**src/rtl/uart_pkg.sv**
```systemverilog
// Definitions shared by the UART receive and transmit paths.
package uart_pkg;

    localparam int unsigned UART_OS_RATE = 16;

    typedef enum logic [2:0] {
        IDLE,
        START,
        DATA,
        PARITY,
        STOP
    } uart_rx_state_t;

endpackage

```
**src/rtl/uart_os_tick.sv**
```systemverilog
// Oversample tick generator: one-cycle pulse every CLK_FREQ/(BAUD_RATE*UART_OS_RATE) clocks.
module uart_os_tick
    import uart_pkg::*;
#(
    parameter int unsigned CLK_FREQ  = 100000000,
    parameter int unsigned BAUD_RATE = 9600
) (
    input  logic Clk_Core,
    input  logic Rst_Core,
    input  logic restart,
    output logic tick
);

    localparam int unsigned OS_DIV = CLK_FREQ / (BAUD_RATE * UART_OS_RATE);
    localparam int unsigned CNT_W  = (OS_DIV > 1) ? $clog2(OS_DIV) : 1;
    localparam logic [CNT_W-1:0] CNT_LAST = CNT_W'(OS_DIV - 1);

    logic [CNT_W-1:0] cnt;

    always_ff @(posedge Clk_Core) begin
        if (Rst_Core || restart) begin
            cnt <= '0;
        end else if (cnt == CNT_LAST) begin
            cnt <= '0;
        end else begin
            cnt <= cnt + 1'b1;
        end
    end

    assign tick = (cnt == CNT_LAST);

endmodule

```
**src/rtl/uart_rx.sv**
```systemverilog
// UART receiver: 16x oversampled, optional even parity, valid/ready output with error pulses.
module uart_rx
    import uart_pkg::*;
#(
    parameter int unsigned BAUD_RATE = 9600,
    parameter int unsigned CLK_FREQ  = 100000000,
    parameter int unsigned DATA_BITS = 8,
    parameter int unsigned PARITY_EN = 0
) (
    input  logic                 Clk_Core,
    input  logic                 Rst_Core,
    input  logic                 Rx_Serial,
    output logic [DATA_BITS-1:0] Rx_Data,
    output logic                 Rx_Valid,
    input  logic                 Rx_Ready,
    output logic                 Frame_Err,
    output logic                 Parity_Err,
    output logic                 Overrun_Err
);

    localparam int unsigned SC_W = $clog2(UART_OS_RATE);
    localparam int unsigned BC_W = (DATA_BITS > 1) ? $clog2(DATA_BITS) : 1;
    localparam logic [SC_W-1:0] SMP_MID  = SC_W'(UART_OS_RATE / 2 - 1);
    localparam logic [SC_W-1:0] SMP_LAST = SC_W'(UART_OS_RATE - 1);
    localparam logic [BC_W-1:0] BIT_LAST = BC_W'(DATA_BITS - 1);

    uart_rx_state_t state, state_next;

    logic [1:0]           sync_q;
    logic                 rx_s;
    logic                 rx_prev;
    logic                 fall;
    logic                 restart;
    logic                 tick;
    logic                 mid_tick;
    logic                 bit_tick;
    logic                 stop_done;
    logic [SC_W-1:0]      sample_cnt;
    logic [BC_W-1:0]      bit_cnt;
    logic [DATA_BITS-1:0] shreg;
    logic                 par_bad;

    uart_os_tick #(
        .CLK_FREQ (CLK_FREQ),
        .BAUD_RATE(BAUD_RATE)
    ) u_os_tick (
        .Clk_Core(Clk_Core),
        .Rst_Core(Rst_Core),
        .restart (restart),
        .tick    (tick)
    );

    // Flops reset to 1 so the idle line never looks like a start edge after reset.
    always_ff @(posedge Clk_Core) begin
        if (Rst_Core) begin
            sync_q  <= '1;
            rx_prev <= 1'b1;
        end else begin
            sync_q  <= {sync_q[0], Rx_Serial};
            rx_prev <= sync_q[1];
        end
    end

    assign rx_s      = sync_q[1];
    assign fall      = rx_prev & ~rx_s;
    assign mid_tick  = tick && (sample_cnt == SMP_MID);
    assign bit_tick  = tick && (sample_cnt == SMP_LAST);
    assign stop_done = (state == STOP) && bit_tick;

    always_ff @(posedge Clk_Core) begin
        if (Rst_Core) begin
            state <= IDLE;
        end else begin
            state <= state_next;
        end
    end

    always_comb begin
        state_next = state;
        restart    = 1'b0;
        case (state)
            IDLE: begin
                if (fall) begin
                    state_next = START;
                    restart    = 1'b1;
                end
            end
            START:   if (mid_tick) state_next = rx_s ? IDLE : DATA;
            DATA: begin
                if (bit_tick && (bit_cnt == BIT_LAST)) begin
                    state_next = (PARITY_EN != 0) ? PARITY : STOP;
                end
            end
            PARITY:  if (bit_tick) state_next = STOP;
            STOP:    if (bit_tick) state_next = IDLE;
            default: state_next = IDLE;
        endcase
    end

    // Sample counter realigns to mid-bit when the start bit is confirmed.
    always_ff @(posedge Clk_Core) begin
        if (Rst_Core) begin
            sample_cnt <= '0;
            bit_cnt    <= '0;
            shreg      <= '0;
            par_bad    <= 1'b0;
        end else begin
            if (restart || (mid_tick && state == START)) begin
                sample_cnt <= '0;
            end else if (tick) begin
                sample_cnt <= sample_cnt + 1'b1;
            end

            if (restart) begin
                bit_cnt <= '0;
                par_bad <= 1'b0;
            end else if (state == DATA && bit_tick) begin
                bit_cnt <= bit_cnt + 1'b1;
                shreg   <= {rx_s, shreg[DATA_BITS-1:1]};
            end else if (state == PARITY && bit_tick) begin
                par_bad <= rx_s ^ (^shreg);
            end
        end
    end

    always_ff @(posedge Clk_Core) begin
        if (Rst_Core) begin
            Rx_Data     <= '0;
            Rx_Valid    <= 1'b0;
            Frame_Err   <= 1'b0;
            Parity_Err  <= 1'b0;
            Overrun_Err <= 1'b0;
        end else begin
            Frame_Err   <= 1'b0;
            Parity_Err  <= 1'b0;
            Overrun_Err <= 1'b0;
            if (Rx_Valid && Rx_Ready) begin
                Rx_Valid <= 1'b0;
            end
            if (stop_done) begin
                if (!rx_s) begin
                    Frame_Err <= 1'b1;
                end else if (par_bad) begin
                    Parity_Err <= 1'b1;
                end else if (Rx_Valid && !Rx_Ready) begin
                    Overrun_Err <= 1'b1;
                end else begin
                    Rx_Data  <= shreg;
                    Rx_Valid <= 1'b1;
                end
            end
        end
    end

endmodule

```
**config.mk**
```make
export PLATFORM = sky130hd
export DESIGN_NAME = uart_rx
export DESIGN_NICKNAME = d
export VERILOG_FILES = /design/src/rtl/uart_pkg.sv /design/src/rtl/uart_os_tick.sv /design/src/rtl/uart_rx.sv
export SDC_FILE = /design/constraint.sdc
export NUM_CORES = 1
export LEC_CHECK = 0
export BUFFER_PORTS_ARGS = -buffer_cell sky130_fd_sc_hd__buf_2
export CAP_MARGIN = 10
export CELL_PAD_IN_SITES_DETAIL_PLACEMENT = 0
export CELL_PAD_IN_SITES_GLOBAL_PLACEMENT = 1
export CORE_AREA = 2 2 73 75
export CTS_BUF_LIST = sky130_fd_sc_hd__clkbuf_8
export DETAILED_ROUTE_END_ITERATION = 6
export DIE_AREA = 0 0 75 77
export PLACE_DENSITY = 0.81
export SLEW_MARGIN = 20
export SYNTH_ARGS = -nofsm -noshare
export SYNTH_HDL_FRONTEND = slang
export SYNTH_SLANG_ARGS = --single-unit
```
**constraint.sdc**
```tcl
create_clock -name Clk_Core -period 1.7 [get_ports Clk_Core]
set_input_delay 0.255 -clock Clk_Core [delete_from_list [all_inputs] [get_ports Clk_Core]]
set_output_delay 0.255 -clock Clk_Core [all_outputs]
set_load 0.01 [all_outputs]
```
Word level (Yosys, flattened, before mapping)
Cells that the tools add are included.

Bitwise operators: 8. Reductions and logical operators: 24. Muxes and demuxes: 17. $add $sub $neg: 3. Eq/ne operators: 13.

Operators with widths (number): $mux W3 (5); $pmux W3 S5 (1); $add A10 B1 Y10 const B (1); $eq A10 B10 Y1 const B (1); $mux W1 (10); $ne A2 B2 Y1 const B (5); $logic_and A1 B1 Y1 (9); $reduce_or A2 Y1 (4); $reduce_xor A8 Y1 (1); $eq A3 B2 Y1 const B (2); $eq A3 B3 Y1 const B (2); $not A1 Y1 (6); $reduce_and A5 Y1 (1); $add A4 B1 Y4 const B (1); $eq A4 B3 Y1 const B (1); $eq A4 B4 Y1 const B (1); $reduce_and A2 Y1 (2); $reduce_and A4 Y1 (1); $reduce_or A4 Y1 (1); $add A3 B1 Y3 const B (1); $eq A3 B1 Y1 const B (1); $logic_not A3 Y1 (1); $reduce_or A3 Y1 (1); $logic_or A1 B1 Y1 (2); other kinds (4) (4).

Output and inout port bits: 12. Input port bits: 4. Logic and storage cells: 78. Register bits after elaboration: 44.

Longest topological paths before layout
Gate-level depths: netlist of the first run.

Depth in word-level cells: 6. Mapped depth: 8. Mapped depth without buffers: 6.

Cells and area by module
From an unflattened synthesis of the first run, not the netlist that was laid out.

Cell total of the unflattened synthesis: 192. Area, all modules: 1894.3 um2.

Modules (own cells, without submodules): uart_rx (cells each 141, area each 1431.4 um2, instances 1, sequential area each 680.7 um2); uart_os_tick (cells each 51, area each 462.9 um2, instances 1, sequential area each 200.2 um2).

Worst setup path before layout of the first run
OpenSTA, ideal clock, no wires.

Kind: register to register. Start point: register bit_cnt[0]. End point: register state[1]. Data required time: 1.579 ns. Stages on the path, launching flop included: 6. Path buffers: 0. Path slack: 0.041 ns. Arrival time: 1.538 ns. Cells stage by stage: dfxtp_1 > ha_1 > ha_1 > a2111oi_0 > a221o_1 > mux2_4.

Word-level cells in the longest chain between the ends: 4.

RTL lines: start, declared (line uart_rx.sv:39) `logic [BC_W-1:0] bit_cnt;`; start signal, assigned (line uart_rx.sv:118) `bit_cnt <= bit_cnt + 1'b1;`; $eq A3 B3 Y1 (line uart_rx.sv:90) `if (bit_tick && (bit_cnt == BIT_LAST)) begin`; $logic_and A1 B1 Y1 (line uart_rx.sv:90); $ne A2 B2 Y1 (no source line); $reduce_and A5 Y1 (no source line); end signal, assigned (line uart_rx.sv:74) `state <= state_next;`; end, declared (line uart_rx.sv:27) `uart_rx_state_t state, state_next;`.

Every way passes these cells. A chain may end at the register's enable or synchronous reset.

Worst setup path after layout of the first run
Start point: register u_os_tick.cnt[0]. End point: register state[1].

Word-level cells in the longest chain between the ends: 5. Elaborated cells between the ends (all ways): 9.

RTL lines: start, declared (line uart_os_tick.sv:18) `logic [CNT_W-1:0] cnt;`; start signal, assigned (line uart_os_tick.sv:26) `cnt <= cnt + 1'b1;`; $eq A10 B10 Y1 (*) (line uart_os_tick.sv:30) `assign tick = (cnt == CNT_LAST);`; $logic_and A1 B1 Y1 (line uart_rx.sv:67) `assign bit_tick = tick && (sample_cnt == SMP_LAST);`; $logic_and A1 B1 Y1 (line uart_rx.sv:90); $ne A2 B2 Y1 (no source line); $reduce_and A5 Y1 (no source line) (*).

Every way passes the cells marked *; elsewhere a longest branch is shown, timed or not.

==> flow_metrics.tcl, run 1 <==
set metrics [dict create \
    dpl.hpwl_mm 3.082 \
    netlist_top_cells_area "dfxtp_1, xnor2_1, a21oi_1" \
    pwr-share-clk 0.344 \
    syn_nets 239 \
    drv_slew 0 \
    dp_slack_ns -0.04299 \
    clk_pin_slew_worst_paths_ns 0.08 \
    grt_pass1_vias 1655 \
    fmax_mhz 591.8 \
    fp.dieH_um 77 \
    drt_wl_total_mm 4.236 \
    grt_max_degree 21 \
    cp_max_fo 3 \
    stdcell_area_um2 2570 \
    status "finished clean" \
    maxCapViolCount 0 \
    crit_type "flip-flop to flip-flop" \
    insertion_delay_ns 0.29 \
    fill_cells 467 \
    synth_edf_count 0 \
    core_um2 4977 \
    powerDensity_nw_per_um2 686.4 \
    yosysTopAreaCellShare 0.4246 \
    finalCritPeriodShare 0.9940 \
    fp.dieW_um 75 \
    synth_seq_cells 44 \
    rsz0062_at_grt "true" \
    synth_area_leader_cell "dfxtp_1" \
    cts_max_path_buffers 2 \
    final_antenna_net_count 0 \
    power_w 0.001764 \
    drive_above_1_share 0.2932 \
    relSlewSlack 0.7359 \
    diodes 0 \
    setup_ws_ns 0.01025 \
    row_count 26 \
    ios 16 \
    grtUsageTotal 0.1610 \
    vias 1739 \
    route.detailed.wl_per_inst_um 12.61 \
    cts-buffers-inserted 5 \
    synthArstFlopShare 0 \
    yosysSeqAreaShare 0.4246 \
    ys_types 50 \
    ir_drop_v 0.0005160 \
    overflow 0 \
    drtIter0Drc 88 \
    layout.nets 275 \
    cts_root_buffer "clkbuf_8" \
    antenna_found_initial 0 \
    grt_first_pass_wirelength_mm 7.320 \
    combPwrFrac 0.061 \
    die_area_um2 5775 \
    top_layer_used "met4" \
    internal_power_w 0.001367 \
    cts_tree "built" \
    gp_congestion 0.7729 \
    wl_met3_um 182 \
    fin_skew_ns 0.01058 \
    yosysWarningCount 0 \
    synthTopCellsByCount "dfxtp_1, nor2_1, a21oi_1" \
    finalCriticalPeriod_ns 1.690 \
    setup_viol 0 \
    critPathLaunchType "flip-flop" \
    multiInputGateArea_um2 1184 \
    dr.pass1.iters 4 \
    syn_avg_cell_area_um2 9.020 \
    synth_ff_type "dfxtp_1" \
    power.switching_w 0.0003973 \
    power_leakage_nw 0.9800 \
    htreeDepth 2 \
    worst_slew_pin_slew_ns 0.3925 \
    drc 0 \
    ff_latch_area_um2 888.4 \
    area_growth_pct 23.88 \
    min_path_type "input port to flip-flop" \
    syn_area_um2 2074 \
    port_buffers 15 \
    initial_core_util 0.4168 \
    avgViaCountPerCell 5.176 \
    dpl-instance-area_um2 2396 \
    drt-met1-wl_mm 1.934 \
    pwr-share-seq 0.595 \
    clock-sinks 44 \
    cp.arrival_ns 1.88 \
    hold_viol 0 \
    required_ns 1.89 \
    met2_length_mm 2.056 \
    cp-end-kind "flip-flop" \
    syn_inst 230 \
    swShare 0.2252 \
    yosys.cell_count.top_type "dfxtp_1" \
]
through the flow:
stage	std cells	setup TNS, ns	utilization	hold slack [ns]
finish	336	0	0.5163	0.1416
global route	336	-0.1734	0.5163	0.1324
CTS	334	-0.02207	0.5020	0.1362
detailed placement	327	-0.1527	0.4814	0.4039
global placement	327	0	0.4814	0.3931
floorplan	230	0	-	0.3588
critical path, stage by stage, from the launching register on:
cell and delay [ns]:
dfxtp_2 0.33, inv_2 0.06, ha_4 0.12, and4bb_2 0.24
nand4_1 0.15, a221o_1 0.38, mux2_4 0.31
cells by family (layout without fill, tap and decap cells):
family                   after synthesis  after routing  share of synthesized area
flip-flops                            44             44                     0.4246
AND/OR/NAND/NOR                       97             97                     0.2702
AO/OA/AOI/OAI                         47             47                     0.1381
XOR/XNOR                              16             16                    0.08142
adder cells (fa/ha/maj)                5              5                    0.03016
buffers and inverters                 18             54                    0.03860
multiplexers                           3              3                    0.01689
what timing repair did:
action / CTS / global route
pin swaps: 3 / 5
hold buffers: 0 / 0
buffers inserted: 0 / 2
resized for setup: 8 / 13
endpoints found under the setup margin: 12 / 24
power by group through the flow:
stage / Combinational (W) / Sequential (W) / Clock [W]
final: 0.000108 / 0.00105 / 0.000606
after global routing: 0.000118 / 0.00105 / 0.000677
after CTS: 0.000104 / 0.00105 / 0.000630
after detailed placement: 0.0000989 / 0.00107 / 0
after global placement: 0.0000983 / 0.00107 / 0
after floorplan: 0.0000632 / 0.00107 / 0
final cells by class:
type | instances | share of cell area
clock buffer | 5 | 0.02678
timing repair buffer | 44 | 0.1251
sequential | 44 | 0.3457
multi-input combinational | 168 | 0.4606
inverter | 3 | 0.004382
clock inverter | 2 | 0.003408
tap | 70 | 0.03408
layout by cell type (no fill, tap or decap), types with 11 or more instances in the layout:
master / netlist / layout
dfxtp_1: 44 / 38
buf_4: 1 / 26
nor2_1: 22 / 22
a21oi_1: 19 / 19
nand3_1: 15 / 15
buf_2: 6 / 15
nand4_1: 13 / 13
nand2_1: 11 / 11
xnor2_1: 11 / 11
o21ai_0: 11 / 11
sequential cells by signal (all words and copies together) (netlist names):
register	flops
Frame_Err	1
sample_cnt	4
sync_q	2
Rx_Data	8
shreg	8
par_bad	1
bit_cnt	3
Rx_Valid	1
rx_prev	1
Overrun_Err	1
state	3
u_os_tick.cnt	10
Parity_Err	1
path summary, 6_finish.rpt:
check / startpoint / end / slack [ns] / cells after the start
worst min-delay path: Rx_Serial / sync_q[0] / 0.14 / 2
worst min register to register: sync_q[0] / sync_q[1] / 0.42 / 1
worst max-delay path: u_os_tick.cnt[0] / state[1] / 0.01 / 6
worst max register to register: u_os_tick.cnt[0] / state[1] / 0.01 / 6
metal layers:
layer	track usage	vias to the layer above
met4	0.05893	0
li1	-	895
met1	0.2099	798
met2	0.2561	38
met5	0	-
met3	0.03548	8
Note: power is estimated with default switching activity, not from simulation.
==> inputs of run 2 (changes only) <==
Settings changed: CELL_PAD_IN_SITES_DETAIL_PLACEMENT 0 to 2, CELL_PAD_IN_SITES_GLOBAL_PLACEMENT 1 to 2, CORE_AREA 2 2 73 75 to 2 2 80 82, DIE_AREA 0 0 75 77 to 0 0 82 84, PLACE_DENSITY 0.81 to 0.82.
==> flow_metrics.tcl, run 2 (synthesis gave the netlist of run 1 again) <==
set metrics [dict create \
    core_um2 6096 \
    critPathLaunchType "flip-flop" \
    power.switching_w 0.0004664 \
    pwr-share-clk 0.369 \
    area_growth_pct 24.19 \
    maxCapViolCount 0 \
    power_w 0.001848 \
    dpl.hpwl_mm 4.383 \
    whs_ns 0.1337 \
    reg.largest.list "u_os_tick.cnt (10), Rx_Data (8), shreg (8)" \
    route.detailed.wl_per_inst_um 17.81 \
    cp.arrival_ns 1.95 \
    dpl-instance-area_um2 2395 \
    antenna_found_initial 0 \
    finalCritPeriodShare 1.032 \
    grt_use_met1 0.2066 \
    grt_use_met3 0.02922 \
    layout.nets 276 \
    relSlewSlack 0.7300 \
    min_path_type "input port to flip-flop" \
    drv_slew 0 \
    ios 16 \
    fp.dieH_um 84 \
    cts_max_path_buffers 2 \
    busiest_layer "met2" \
    cp_max_fo 3 \
    vias 1855 \
    internal_power_w 0.001382 \
    drtIter0Drc 53 \
    cts_tree "built" \
    row_count 29 \
    largest_register_ffs 10 \
    dr.pass1.iters 4 \
    status "finished with violations" \
    finalCriticalPeriod_ns 1.755 \
    fmax_mhz 569.9 \
    die_area_um2 6888 \
    rsz0062_at_grt "true" \
    clock-sinks 44 \
    worst_slew_pin_slew_ns 0.4013 \
    overflow 0 \
    final_cell_mix "dfxtp_1, buf_4, nor2_1" \
    stdcell_area_um2 2576 \
    powerDensity_nw_per_um2 717.4 \
    cts_root_buffer "clkbuf_8" \
    max_stage_delay_ns 0.41 \
    pwr-share-seq 0.569 \
    top_register "u_os_tick.cnt" \
    drt_wl_total_mm 6.143 \
    fin_skew_ns 0.01731 \
    diodes 0 \
    final_antenna_net_count 0 \
    htreeDepth 2 \
    power_leakage_nw 0.9744 \
    postLayoutCoreUtil 0.4226 \
    grt_pass1_vias 2049 \
    drive_above_1_share 0.3172 \
    ir_drop_v 0.0004475 \
    cp-end-kind "flip-flop" \
    initial_core_util 0.3403 \
    ctsHoldBuffers 0 \
    violations "setup timing" \
    combPwrFrac 0.061 \
    fp.dieW_um 82 \
    drc 0 \
    gp_congestion 0.7509 \
    insertion_delay_ns 0.31 \
    grt_max_degree 20 \
    layout_commonest_cell "dfxtp_1" \
    fill_cells 708 \
    avgViaCountPerCell 5.377 \
    worst-r2r-setup-slack_ns -0.05 \
    dp_slack_ns -0.07577 \
    required_ns 1.90 \
    port_buffers 15 \
    worst_path_max_delay_cell "a221o_1" \
    grt_first_pass_wirelength_mm 10.05 \
    swShare 0.2524 \
    grtUsageTotal 0.1924 \
    crit_type "flip-flop to flip-flop" \
    cp_cell_sequence "inv_2 -> ha_4 -> and4bb_2 -> nand4_1 -> a221o_1 -> mux2_4" \
    hold_viol 0 \
    clk_pin_slew_worst_paths_ns 0.09 \
    use_met2 0.3703 \
    setup_ws_ns -0.05467 \
    cts-buffers-inserted 5 \
    setup_viol 3 \
]
[run 2: cell count changes in the layout (fill, tap and decap cells not counted), sizes merged]
cell    previous run  this run
buf               44        45
clkinv             1         3
inv                4         3
[run 2: worst paths after layout]
kind	start	end	cells past startpoint
max reg2reg	u_os_tick.cnt[0]	state[1]	6
min	Rx_Serial	sync_q[0]	2
max	u_os_tick.cnt[0]	state[1]	6
min reg2reg	sync_q[0]	sync_q[1]	1
[run 2: power by group through the flow]
| stage | Sequential, W | Clock (W) | Combinational (W) |
|---|---|---|---|
| 6_report | 0.00105 | 0.000683 | 0.000114 |
| 5_1_grt | 0.00105 | 0.000744 | 0.000125 |
| 4_1_cts | 0.00105 | 0.000709 | 0.000111 |
| 2_1_floorplan | 0.00107 | 0 | 0.0000632 |
| 3_5_place_dp | 0.00107 | 0 | 0.000104 |
| 3_3_place_gp | 0.00107 | 0 | 0.0000982 |
[run 2: critical path, delay by kind of cell (launching register included)]
kind                     cells  cell delay (ns)
AND/OR/NAND/NOR              2             0.41
AO/OA/AOI/OAI                1             0.41
flip-flops                   1             0.34
multiplexers                 1             0.31
adder cells (fa/ha/maj)      1             0.13
buffers and inverters        1             0.06
[run 2: per-stage QoR]
step                      std cells  setup TNS [ns]
after floorplan                 230               0
after global placement          336               0
after detailed placement        336         -0.3162
after CTS                       345         -0.1652
after global routing            345         -0.9935
final                           345        -0.08717
[run 2: per-layer routing]
metal / vias up / part of all wire
met5: - / 0
met4: 0 / 0.012
li1: 900 / -
met1: 926 / 0.40
met2: 22 / 0.56
met3: 7 / 0.020
[run 2: layout make-up]
type,count,area (µm²),share of cell area
multi-input combinational,168,1192,0.4628
sequential,44,888.4,0.3448
timing repair buffer,45,300.3,0.1166
tap,77,96.34,0.03740
clock buffer,5,68.82,0.02671
clock inverter,3,18.77,0.007285
inverter,3,11.26,0.004371
[run 2: repair_timing]
action	CTS	global route
setup buffers	1	0
endpoints found under the setup margin	14	31
pin swaps	3	7
resized for setup	13	11
